**src/rtl/fetch_decode_queue.sv**
```systemverilog
// Fetch-to-decode instruction FIFO with flush on taken branch and fetch backpressure.
// Optional same-cycle bypass to decode when empty: define FDQ_BYPASS_EN.
module fetch_decode_queue #(
  parameter int DEPTH = 4,
  parameter int WIDTH = 32
) (
  input  logic                     clk,
  input  logic                     reset,
  input  logic                     in_valid,
  input  logic [WIDTH-1:0]         in_instr,
  input  logic [WIDTH-1:0]         in_pcplus4,
  output logic                     in_ready,
  input  logic                     flush,
  output logic                     out_valid,
  output logic [WIDTH-1:0]         out_instr,
  output logic [WIDTH-1:0]         out_pcplus4,
  input  logic                     out_ready,
  output logic [$clog2(DEPTH):0]   count
);
  localparam int AW = $clog2(DEPTH);
  localparam int CW = AW + 1;
  localparam logic [CW-1:0] FULL = CW'(DEPTH);

  typedef struct packed {
    logic [WIDTH-1:0] instr;
    logic [WIDTH-1:0] pcplus4;
  } ent_t;

  ent_t          mem [DEPTH];
  logic [AW-1:0] wr_ptr, rd_ptr;
  logic [CW-1:0] cnt;
  logic          empty, byp, push, pop;
  ent_t          head;

  assign empty    = (cnt == '0);
  assign in_ready = (cnt != FULL);
  assign count    = cnt;
  assign head     = mem[rd_ptr];

`ifdef FDQ_BYPASS_EN
  assign byp = empty & in_valid & ~flush;
`else
  assign byp = 1'b0;
`endif

  // A bypassed pair consumed by decode in the same cycle is never stored.
  assign push = in_valid & in_ready & ~(byp & out_ready);
  assign pop  = ~empty & out_ready;

  always_comb begin
    out_valid   = ~empty | byp;
    out_instr   = '0;
    out_pcplus4 = '0;
    if (byp) begin
      out_instr   = in_instr;
      out_pcplus4 = in_pcplus4;
    end else if (!empty) begin
      out_instr   = head.instr;
      out_pcplus4 = head.pcplus4;
    end
  end

  always_ff @(posedge clk) begin
    if (!reset) begin
      wr_ptr <= '0;
      rd_ptr <= '0;
      cnt    <= '0;
    end else if (flush) begin
      wr_ptr <= '0;
      rd_ptr <= '0;
      cnt    <= '0;
    end else begin
      if (push) wr_ptr <= wr_ptr + AW'(1);
      if (pop)  rd_ptr <= rd_ptr + AW'(1);
      case ({push, pop})
        2'b10:   cnt <= cnt + CW'(1);
        2'b01:   cnt <= cnt - CW'(1);
        default: cnt <= cnt;
      endcase
    end
  end

  // Storage needs no reset; only the pointers define what is valid.
  always_ff @(posedge clk) begin
    if (reset && !flush && push) mem[wr_ptr] <= '{instr: in_instr, pcplus4: in_pcplus4};
  end
endmodule
```
**config.mk**
```make
export PLATFORM = sky130hd
export DESIGN_NAME = fetch_decode_queue
export DESIGN_NICKNAME = d
export VERILOG_FILES = /design/src/rtl/fetch_decode_queue.sv
export SDC_FILE = /design/constraint.sdc
export NUM_CORES = 1
export LEC_CHECK = 0
export CAP_MARGIN = 10
export CORE_MARGIN = 2
export CORE_UTILIZATION = 59
export CTS_BUF_LIST = sky130_fd_sc_hd__clkbuf_2 sky130_fd_sc_hd__clkbuf_4 sky130_fd_sc_hd__clkbuf_8
export DETAILED_ROUTE_END_ITERATION = 8
export DONT_BUFFER_PORTS = 1
export MAX_ROUTING_LAYER = met4
export PLACE_DENSITY = 0.77
export SLEW_MARGIN = 25
export SYNTH_ARGS = -nofsm -noshare
export SYNTH_HDL_FRONTEND = slang
export SYNTH_SLANG_ARGS = --single-unit
```
**constraint.sdc**
```tcl
create_clock -name clk -period 2.9 [get_ports clk]
set_input_delay 0.29 -clock clk [delete_from_list [all_inputs] [get_ports clk]]
set_output_delay 0.29 -clock clk [all_outputs]
set_load 0.01 [all_outputs]
```
==> results.tsv <==
stage	metric	value	unit
hold_path	hold_class	in -> reg	
layout	n_antenna_cell	0	
power_and_ir_drop	vdd_ir_drop_max	0.4105	mV
synthesis	synth.avg_cell_area	22.35	sq um
synthesis	synthCells	457	
global_route	use_met2	35.33	%
hold_path	min_to	wr_ptr[1]	
worst_setup_path	required	2610	ps
timing	min_period	2612	ps
placed_design	port_buffers	0	
layout	final_layout_size_suffix_gt1_share	24.05	%
synthesis	mappedNetlistNets	532	
synthesis	netlist.area_leader.share	75.27	%
worst_setup_path	r2r_slack	380	ps
layout	area_growth	16.94	%
drt	dr.pass1.iters	5	
timing	finClkSkew	16.27	ps
timing	fin_ws	288.2	ps
timing	tightestPinTransition	684.0	ps
timing	finalHoldViolCount	0	
global_route	gr-usage-met3	5.499	%
clock_network	clk_latency	530	ps
synthesis	yosysSeqAreaShare	77.03	%
drt	antenna_left	0	
die	die-area	18380	sq um
clock_network	cts-root-buf	clkbuf_8	
hold_path	min_delay_path_depth	2	
clock_network	cts_tree	done	
layout	multi_input_area	2152	sq um
placed_design	dp_cells	673	
global_route	antenna_found_initial	0	
synthesis	synth_xor_area_share	0.3430	%
layout	seq_area	7875	sq um
synthesis	ys_ff_latch	265	
timing	setup_total_negative_slack	0	ps
clock_network	cts_buffers	42	
synthesis	synth_area	10210	sq um
drt	wl	18530	microns
global_route	grt_pass1_vias	5184	
run	cap_violations	0	
global_route	grt_usage	21.49	%
timing	setup_viol	0	
worst_setup_path	cp_slowest_cell	dfxtp_4	
status	status	complete, no violations	
worst_setup_path	critical_path.max_stage_delay	710	ps
die	die_h	135.6	microns
die	fp-row-count	48	
synthesis	synth_top_area_cell	edfxtp_1	
worst_setup_path	rr_startpoint	count[2]	
placed_design	gp_congestion	0.7456	
drt	drt_iter0_markers	234	
drt	wl_per_cell	22.96	microns
worst_setup_path	r2r_end	count[2]	
synthesis	synthAdderAreaFrac	0.8085	%
hold_path	min_from	in_valid	
global_route	grt_busiest_layer	met2	
worst_setup_path	cp_max_fo	27	
clock_network	clkTransAtPathRegs	60	ps
clock_network	cts.sinks	265	
timing	slew_headroom	54.40	%
worst_setup_path	crit_arrival	2320	ps
clock_network	cts_buffer_depth	3	
synthesis	synth.area.top_cells	edfxtp_1 75%, mux4_2 13%, and2_1 3.9%	
synthesis	synth.area.mux_share	14.26	%
global_route	grt_start_max_net_pins	66	
drt	drc	0	
placed_design	dp_hpwl	10450	microns
layout	fin_nets	632	
synthesis	yosys_warnings	0	
layout	stdcell_count	807	
timing	fmax	382.9	MHz
drt	vias	4727	
timing	rsz0062_at_grt	false	
worst_setup_path	cp_cell_sequence	buf_12, mux4_1, and2_1	
global_route	grt_pass1_wl	28580	microns
global_route	grt_remaining_overflow	0	
timing	drv_slew	0	
layout	nFillCells	1010	
die	coreArea	17120	sq um
synthesis	synth_top_family_by_area	multiplexers	
worst_setup_path	end_kind	output port	
placed_design	pre_cts_ws	412.9	ps
worst_setup_path	rr_worst_depth	9	
synthesis	synth_compound_area_share	0.4288	%
die	die_w	135.6	microns
worst_setup_path	path_class	reg -> out	
drt	vias_per_cell	5.857	
power_and_ir_drop	total_leakage_power	3.805	nW
die	ios	138	
die	start_util	59.67	%
clock_network	htreeDepth	2	
worst_setup_path	cp-start-kind	flop	
global_route	use_met1	26.23	%
synthesis	yosys.area_share.simple	4.986	%
synthesis	synth.distinct_cells	27	
timing	period_share	90.06	%
power_and_ir_drop	p_per_area	634.1	nW/um^2
worst max-delay path, delay by kind of cell, from the launching register on:
kind	cells	cell delay, ps
flops	1	710
mux	1	560
buf+inv	1	290
simple gates	1	200
repair_timing:
item,in CTS,in global routing
setup buffers,0,0
resized for setup,0,0
endpoints found under the hold margin,258,0
hold buffers,65,0
power by group:
| part | leakage (nW) | internal [mW] | switching, mW |
|---|---|---|---|
| logic | 1.00 | 0.151 | 0.185 |
| clock network | 0.414 | 1.65 | 1.33 |
| registers | 2.39 | 4.24 | 0.0194 |
| total | 3.80 | 6.04 | 1.53 |
kinds of logic (layout without fill, tap and decap cells):
logic type | count (synthesis) | in the layout
flip-flops | 265 | 265
adder cells (fa/ha/maj) | 6 | 6
multiplexers | 64 | 64
AND/OR/NAND/NOR | 83 | 83
AO/OA/AOI/OAI | 7 | 7
buffers and inverters | 28 | 153
XOR/XNOR | 4 | 4
state kept, by name, indices dropped and copies added, names as in the netlist, named ones only:
name,cells
rd_ptr,2
mem,256
count,3
wr_ptr,2
synth_stat cells:
master / number
a21oi_1: 2
and2_1: 64
and2_4: 1
and3_1: 4
buf_12: 6
buf_2: 6
buf_6: 1
clkbuf_1: 7
clkbuf_2: 1
dfxtp_1: 9
edfxtp_1: 256
fa_1: 1
ha_1: 5
inv_1: 7
mux4_1: 4
mux4_2: 60
nand2_1: 1
nand2b_1: 1
nand4_1: 2
nor2_1: 6
nor2b_1: 1
o21ai_0: 2
o311ai_0: 1
o31ai_1: 2
or3_1: 2
or3b_4: 1
xor2_1: 4
cells in the final DEF (no fill, tap or decap), types with 2 or more instances in the layout:
master	netlist	final
edfxtp_1	256	256
dlygate4sd3_1	0	65
and2_1	64	64
mux4_2	60	60
clkbuf_8	0	48
clkinv_1	0	10
inv_1	7	7
dfxtp_1	9	7
nor2_1	6	6
buf_4	0	6
buf_12	6	6
ha_1	5	5
clkbuf_4	0	5
mux4_1	4	4
and3_4	0	4
xor2_1	4	4
clkinv_2	0	4
o31ai_1	2	2
nand4_1	2	2
o21ai_0	2	2
a21oi_1	2	2
dfxtp_4	0	2
how the worst max path moves through the flow:
stage	startpoint	slack, ps	depth (start not counted)	endpoint
floorplan	count[0]	100	3	mem[0][0]
global placement	count[2]	520	9	count[2]
detailed placement	count[2]	410	9	count[2]
CTS	flop	200	3	out_pcplus4[9]
global route	flop	130	3	out_pcplus4[8]
finish	flop	290	3	out_pcplus4[31]
final cells by class:
cell class	count	share of cell area, %
flip-flops and latches	265	65.93
clock inverters	16	0.7961
repair buffers	77	6.830
inverters	7	0.2200
multi-input cells	164	18.02
clock buffers	53	5.845
well taps	225	2.357
stage by stage:
step / util (%) / total power, mW / hold WS, ps / instance area, sq um
detailed placement: 61.35 / 4.572 / 389.0 / 10500
finish: 69.78 / 7.574 / 58.84 / 11940
global route: 69.78 / 7.818 / 41.12 / 11940
global placement: 61.32 / 4.564 / 389.0 / 10500
CTS: 69.78 / 7.650 / 30.43 / 11940
floorplan: - / 4.523 / 388.9 / 10210
layer usage:
metal / wire (microns) / share of wire (%) / up-vias
li1: - / - / 2055
met1: 7185 / 39 / 2465
met2: 9833 / 53 / 173
met3: 1146 / 6.2 / 34
met4: 366 / 2.0 / 0
met5: 0 / 0 / -
Note: power is estimated with default switching activity, not from simulation.
